File: src/rtl/jzjpcc_pipeline_ctrl.sv
// Hazard and sequencing controller for the 5-stage F/D/E/M/W core.
// Tracks the destinations of the instructions in E, M and W. Drives the
// decode-stage forwarding selects and the load-use stall, the post-redirect
// flush and the whole-pipeline freeze while data memory is busy.
//
// Decode handshake: dValid marks a valid instruction in D. The instruction is
// accepted into E on a rising edge only when dValid=1, stallFD=0, flushFD=0
// and freeze=0. While stallFD=1 the front end must hold the same instruction
// in D and present it again on the next cycle.
module jzjpcc_pipeline_ctrl #(
  parameter int FLUSH_CYCLES = 2,
  parameter bit FWD_ENABLE   = 1'b1
) (
  input  logic       clock,
  input  logic       not_reset,
  input  logic       dValid,
  input  logic [4:0] dRs1Addr,
  input  logic [4:0] dRs2Addr,
  input  logic       dRs1Used,
  input  logic       dRs2Used,
  input  logic [4:0] dRdAddr,
  input  logic       dRdWriteEn,
  input  logic       dIsLoad,
  input  logic       exRedirect,
  input  logic       memBusy,
  output logic       stallFD,
  output logic       bubbleE,
  output logic       flushFD,
  output logic       freeze,
  output logic [1:0] rs1FwdSel,
  output logic [1:0] rs2FwdSel,
  output logic [4:0] dbgState
);

  typedef struct packed {
    logic       we;
    logic [4:0] rd;
    logic       ld;
  } slot_t;

  typedef enum logic {
    ST_RUN   = 1'b0,
    ST_FLUSH = 1'b1
  } state_t;

  localparam logic [3:0] RELOAD = 4'(FLUSH_CYCLES - 1);

  // Tracker slots. W keeps no load flag: once an instruction has left M its
  // result is available for forwarding whether or not it was a load.
  slot_t      e_q, m_q;
  slot_t      e_d;
  logic       w_we_q;
  logic [4:0] w_rd_q;

  state_t     state_q;
  logic [3:0] cnt_q;

  logic e_m1, e_m2, m_m1, m_m2, w_m1, w_m2;
  logic load_use, any_match, hazard, flush_act;

  function automatic logic slot_match(input logic we, input logic [4:0] rd,
                                      input logic [4:0] addr, input logic used,
                                      input logic valid);
    return valid && used && we && (rd != 5'd0) && (rd == addr);
  endfunction

  // RAW match of each in-flight slot against both decode source registers.
  always_comb begin
    e_m1      = slot_match(e_q.we, e_q.rd, dRs1Addr, dRs1Used, dValid);
    e_m2      = slot_match(e_q.we, e_q.rd, dRs2Addr, dRs2Used, dValid);
    m_m1      = slot_match(m_q.we, m_q.rd, dRs1Addr, dRs1Used, dValid);
    m_m2      = slot_match(m_q.we, m_q.rd, dRs2Addr, dRs2Used, dValid);
    w_m1      = slot_match(w_we_q, w_rd_q, dRs1Addr, dRs1Used, dValid);
    w_m2      = slot_match(w_we_q, w_rd_q, dRs2Addr, dRs2Used, dValid);
    load_use  = e_q.ld && (e_m1 || e_m2);
    any_match = e_m1 || e_m2 || m_m1 || m_m2 || w_m1 || w_m2;
    hazard    = FWD_ENABLE ? load_use : any_match;
    flush_act = (state_q == ST_FLUSH) || exRedirect;
  end

  // Control outputs: memBusy beats flush, flush beats the hazard stall.
  always_comb begin
    stallFD   = 1'b0;
    bubbleE   = 1'b0;
    flushFD   = 1'b0;
    freeze    = 1'b0;
    rs1FwdSel = 2'd0;
    rs2FwdSel = 2'd0;
    if (not_reset) begin
      if (memBusy) begin
        freeze  = 1'b1;
        stallFD = 1'b1;
      end else if (flush_act) begin
        flushFD = 1'b1;
      end else if (hazard) begin
        stallFD = 1'b1;
        bubbleE = 1'b1;
      end
      // A load in E has no result yet, so it never selects the E path.
      if (FWD_ENABLE) begin
        if (e_m1 && !e_q.ld) rs1FwdSel = 2'd1;
        else if (m_m1)       rs1FwdSel = 2'd2;
        else if (w_m1)       rs1FwdSel = 2'd3;
        if (e_m2 && !e_q.ld) rs2FwdSel = 2'd1;
        else if (m_m2)       rs2FwdSel = 2'd2;
        else if (w_m2)       rs2FwdSel = 2'd3;
      end
    end
  end

  // Entry offered to E: the decode instruction, or a bubble when it is held.
  always_comb begin
    e_d = '0;
    if (dValid && !hazard && !flush_act) begin
      e_d.we = dRdWriteEn;
      e_d.rd = dRdAddr;
      e_d.ld = dIsLoad;
    end
  end

  // Slot shift E -> M -> W on every non-frozen edge.
  always_ff @(posedge clock or negedge not_reset) begin
    if (!not_reset) begin
      e_q    <= '0;
      m_q    <= '0;
      w_we_q <= 1'b0;
      w_rd_q <= 5'd0;
    end else if (!memBusy) begin
      e_q    <= e_d;
      m_q    <= e_q;
      w_we_q <= m_q.we;
      w_rd_q <= m_q.rd;
    end
  end

  // Redirect FSM: counts the flush cycles that follow the redirect cycle.
  always_ff @(posedge clock or negedge not_reset) begin
    if (!not_reset) begin
      state_q <= ST_RUN;
      cnt_q   <= 4'd0;
    end else if (!memBusy) begin
      case (state_q)
        ST_RUN: begin
          if (exRedirect && (FLUSH_CYCLES > 1)) begin
            state_q <= ST_FLUSH;
            cnt_q   <= RELOAD;
          end
        end
        ST_FLUSH: begin
          if (exRedirect) begin
            cnt_q <= RELOAD;
          end else if (cnt_q == 4'd1) begin
            state_q <= ST_RUN;
            cnt_q   <= 4'd0;
          end else begin
            cnt_q <= cnt_q - 4'd1;
          end
        end
        default: begin
          state_q <= ST_RUN;
          cnt_q   <= 4'd0;
        end
      endcase
    end
  end

  assign dbgState = {logic'(state_q), cnt_q};

endmodule

File: config.mk
export PLATFORM = sky130hd
export DESIGN_NAME = jzjpcc_pipeline_ctrl
export DESIGN_NICKNAME = d
export VERILOG_FILES = /design/src/rtl/jzjpcc_pipeline_ctrl.sv
export SDC_FILE = /design/constraint.sdc
export NUM_CORES = 1
export LEC_CHECK = 0
export CAP_MARGIN = 15
export CORE_UTILIZATION = 53
export DETAILED_ROUTE_END_ITERATION = 12
export PLACE_DENSITY_LB_ADDON = 0.3
export SYNTH_ARGS = -nofsm -noshare
export SYNTH_HDL_FRONTEND = slang
export SYNTH_SLANG_ARGS = --single-unit
File: constraint.sdc
create_clock -name clock -period 3.4 [get_ports clock]
set_input_delay 0.51 -clock clock [delete_from_list [all_inputs] [get_ports clock]]
set_output_delay 0.51 -clock clock [all_outputs]
set_load 0.01 [all_outputs]
# Yosys cells after proc, flatten, opt, wreduce, memory -nomap -nowiden
# Cells that the tools add are included.
dict set report word_totals {
  reg_bits 24
  output_inout_bits 13
  wordCells 82
}
dict set report classes {
  addsub 1
  eq_ne 8
  mux 28
  bitwise_logic 2
  n_reduce_logical 34
}
# operator n
set ops {}
lappend ops {{$eq 5x5->1} 6}
lappend ops {{$logic_and 1x1->1} 25}
lappend ops {{$mux 2} 8}
lappend ops {{$reduce_bool 5->1} 3}
lappend ops {{$mux 1} 14}
lappend ops {{$mux 4} 3}
lappend ops {{$pmux 4 s2} 1}
lappend ops {{$mux 7} 1}
lappend ops {{$eq 4x1->1 const B} 1}
lappend ops {{$sub 4x1->4 const B} 1}
lappend ops {{$logic_not 1->1} 3}
lappend ops {{$logic_or 1x1->1} 2}
lappend ops {{$ne 2x2->1 const B} 1}
lappend ops {{$not 1->1} 2}
lappend ops {{$pmux 1 s2} 1}
lappend ops {{$reduce_and 2->1} 1}

# Logic depth before layout (Yosys ltp)
dict set report depth {
  ltp_word 10
  mapped_depth 5
  mapped_depth_nobuf 5
}

# Worst setup path after synthesis
# Ideal clock, no wire load.
dict set report synth_timing {
  kind {in2out}
  start {input port dRs1Addr[4]}
  end {output port bubbleE}
  arrival_ns 1.710
  t_required_ns 2.890
  setup_slack_ns 1.180
  path_stages 5
  n_path_buf 0
  cell_sequence {xnor2_1 -> nand4_1 -> or3_4 -> a211oi_4 -> and4b_1}
}
dict set report synth_via {
  elab_chain_cells 8
}
# element line_no
set synth_lines {}
lappend synth_lines {{start, declared} 17} ;# input logic [4:0] dRs1Addr,
lappend synth_lines {{$eq 5x5->1} 64} ;# return valid && used && we && (rd != 5'd0) && (rd == addr);
lappend synth_lines {{$logic_and 1x1->1} 64}
lappend synth_lines {{$logic_or 1x1->1} --}
lappend synth_lines {{$logic_and 1x1->1} 75} ;# load_use = e_q.ld && (e_m1 || e_m2);
lappend synth_lines {{$mux 1} 95} ;# end else if (hazard) begin
lappend synth_lines {{$mux 1} 93} ;# end else if (flush_act) begin
lappend synth_lines {{$mux 1} 90} ;# if (memBusy) begin
lappend synth_lines {{$mux 1} 89} ;# if (not_reset) begin
lappend synth_lines {{end, declared} 27} ;# output logic bubbleE,
# Every way passes these cells.

# Worst setup path in the final report
dict set report layout_timing {
  start {input port dRs1Addr[3]}
  end {output port rs1FwdSel[1]}
}
dict set report layout_via {
  elab_chain_cells 6
  elab_cells_between_ends 11
}
# element line_no
set layout_lines {}
lappend layout_lines {{$eq 5x5->1} 64}
lappend layout_lines {{$logic_and 1x1->1} 64}
lappend layout_lines {{$mux 2} 103} ;# else if (w_m1) rs1FwdSel = 2'd3;
lappend layout_lines {{$mux 2} 102} ;# else if (m_m1) rs1FwdSel = 2'd2;
lappend layout_lines {{$mux 2 (*)} 101} ;# if (e_m1 && !e_q.ld) rs1FwdSel = 2'd1;
lappend layout_lines {{$mux 2 (*)} 89}
lappend layout_lines {{end, declared} 30} ;# output logic [1:0] rs1FwdSel,
# Every way passes the cells marked *; elsewhere a longest branch is shown, timed or not.

==> impl_metrics.toml <==
[detailed_routing]
vias_per_cell = 6.04
wire_per_inst_um = 17.7
drc = 0
drt_iter0_markers = 63
num_vias = 1390
ant_nets = 0
drt_pass1_iterations = 4
routed_wl_um = 4070

[layout]
antenna_cells = 0
nNetsFinal = 228
fill_cells = 189
drive_above_1_share_pct = 17.5
synthToLayoutAreaGrowth_pct = 34.2

[timing]
fin_crit_sh_pct = 98.0
rsz0062_at_grt = "false"
setup_ws_ns = 0.0670
max_freq_mhz = 300
maxSlewHeadroom_pct = 60.7
final_hold_viol_count = 0
setup_viol = 0
finClkSkew_ns = 0.00223
setup_tns_ns = 0
worst_pin_slew_ns = 0.588
hold_ws_ns = 0.540
slew_violations = 0
min_period_ns = 3.33

[clocking]
cts_sinks = 24
cts_buffer_depth = 2
cts_buffers = 3
h-tree-depth = 1
clk_latency_ns = 0.31
cts.hold.buffers_added = 0
ctsRootBufferMaster = "clkbuf_4"
clkTransAtPathRegs_ns = 0.12
cts_tree = "yes"

[job]
drv_cap = 0

[synthesis]
synth-seq-cells = 24
yosysTopAreaCell = "dfrtp_1"
synth_warnings = 0
synth_cell_types = 30
syn_avg_cell_area_um2 = 10.0
syn-cell-area_mm2 = 0.00151
seq_area_frac_synth_pct = 39.8
netlist.area_leader.share_pct = 39.8
synth_fp_nets = 177
syn_inst = 151
synth.area.top_cells = "dfrtp_1 40%, xnor2_1 13%, mux2_2 8.9%, o21ai_0 5.3%, xor2_1 4.6%"

[worst_setup_path]
r2r_slack_ns = 1.47
slowest_stage = "clkdlybuf4s50_1"
cp.buffers_inverters = 3
worstPathArrival_ns = 2.82
path_cells = "clkdlybuf4s50_1 > buf_4 > xnor2_1 > nand4_1 > or4_4 > o41ai_1 > o311a_1 > clkdlybuf4s50_1"
crit_family = "buffers and inverters"
end_kind = "primary output"
cpPeakStageDelay_ns = 0.53
cp.required_ns = 2.89
crit_top_cell = "clkdlybuf4s50_1"
startpoint_type = "input pin"
worstPathMaxFanout = 2
criticalPathCategory = "in -> out"

[run_status]
status = "finished clean"

[power_and_ir_drop]
powerDensity_mw_per_mm2 = 412
peakVddDrop_mv = 0.489
leakagePower_nw = 0.839

[grt]
grt_overflow = 0
grt.total_usage_pct = 27.3
grt_pass1_wl_um = 6630
grt_pass1_vias = 1418
grt_max_degree = 28
antenna_found_initial = 0

[place]
place_ws_ns = -0.00300
globalplace.congestion = 0.965
io_buffers = 36
dp_hpwl_um = 3130

[floorplanning]
ios = 37
die_area_mm2 = 0.00307
start_util_pct = 58.3
die_x_um = 55.4
row_count = 18
chipHeight_um = 55.4
core_mm2 = 0.00259

[hold_path]
hp-class = "reg -> reg"
==> layer usage <==
| metal | vias to the layer above | global-route usage (%) | wire length (um) |
|---|---|---|---|
| li1 | 646 | - | - |
| met1 | 671 | 35.4 | 1750 |
| met2 | 61 | 46.8 | 1990 |
| met3 | 12 | 3.04 | 214 |
| met4 | 0 | 9.64 | 118 |
| met5 | - | 0 | 0 |
==> final timing paths <==
check | startpoint | to | cells after the start
worst max-delay path | dRs1Addr[3] | rs1FwdSel[1] | 8
worst min-delay path | cnt_q[2]$_DFFE_PN0P_ | cnt_q[2]$_DFFE_PN0P_ | 1
worst max register to register | e_q[5]$_DFFE_PN0N_ | e_q[0]$_DFFE_PN0N_ | 6
worst min register to register | cnt_q[2]$_DFFE_PN0P_ | cnt_q[2]$_DFFE_PN0P_ | 1
max in group asynchronous | not_reset | e_q[1]$_DFFE_PN0N_ | 2
min in group asynchronous | not_reset | w_rd_q[3]$_DFFE_PN0N_ | 1
==> area by class of cell <==
type / count / area, um2 / area share, %
timing repair buffer: 50 / 465 / 23.0
sequential: 24 / 601 / 29.6
tap: 30 / 37.5 / 1.85
multi-input combinational: 118 / 882 / 43.5
inverter: 5 / 18.8 / 0.926
clock buffer: 3 / 22.5 / 1.11
==> cells in the final DEF (no fill, tap or decap), types with 2 or more instances in the layout <==
cell / Yosys / layout
inv_1: 5 / 5
clkdlybuf4s50_1: 0 / 36
o21ai_0: 16 / 16
buf_4: 1 / 14
nand3_1: 2 / 2
dfrtp_1: 24 / 24
clkbuf_4: 0 / 3
ha_1: 2 / 2
mux2_2: 12 / 12
nor2_1: 3 / 3
o32ai_1: 2 / 2
o31ai_1: 2 / 2
nor4b_1: 2 / 2
nand2_1: 18 / 18
xnor2_1: 22 / 22
or4_1: 5 / 4
o311a_1: 2 / 2
xor2_1: 8 / 8
nand4_1: 5 / 5
and2_1: 3 / 3
nor4_1: 3 / 2
o41ai_1: 2 / 2
==> cell families (layout without fill, tap and decap cells) <==
kind of cell | after synthesis | count (layout) | share of synthesized area (%)
mux | 12 | 12 | 8.95
compound gates | 29 | 29 | 13.3
buf+inv | 9 | 58 | 2.49
fa+ha+maj | 2 | 2 | 1.66
simple gates | 45 | 45 | 16.4
xor+xnor | 30 | 30 | 17.4
flops | 24 | 24 | 39.8
==> stage by stage <==
stage                     instance area (um2)  cells  power [mW]  util (%)
after detailed placement                 1980    225       0.718      76.4
after CTS                                2010    229       0.836      77.6
after global placement                   1980    225       0.694      76.4
after global routing                     2030    230       0.887      78.3
after floorplan                          1510    151       0.560         -
final                                    2030    230       0.835      78.3
==> synthesized netlist by cell type (all sizes together) <==
| library cell | count |
|---|---|
| a211oi | 1 |
| ha | 2 |
| buf | 1 |
| nor4b | 2 |
| a21oi | 1 |
| xnor2 | 22 |
| o41ai | 2 |
| o31ai | 2 |
| or4 | 5 |
| nand3 | 2 |
| mux2 | 12 |
| a31o | 1 |
| clkbuf | 3 |
| nand2 | 18 |
| nor4 | 3 |
| nand2b | 1 |
| inv | 5 |
| or3 | 1 |
| o311a | 2 |
| o21ai | 17 |
| nor2 | 3 |
| o2111ai | 1 |
| nor3b | 1 |
| nand4 | 5 |
| xor2 | 8 |
| and4b | 1 |
| o32ai | 2 |
| dfrtp | 24 |
| and2 | 3 |
==> flip-flops by register name, summed over array words and instances (netlist names) <==
name and flops:
e_q 7, m_q 6, w_rd_q 5, cnt_q 4, state_q 1, w_we_q 1
==> power by group <==
part	internal (mW)	switching (mW)	total, mW
clock	0.0414	0.0788	0.120
sequential	0.332	0.0722	0.404
combinational	0.171	0.139	0.310
total	0.545	0.290	0.835
==> what timing repair did <==
item                       4_1_cts  5_1_grt
setup endpoints to repair        1        4
pin swaps                        1        1
resized for setup                0        2
buffers inserted                 1        1
Note: power is estimated with default switching activity, not from simulation.
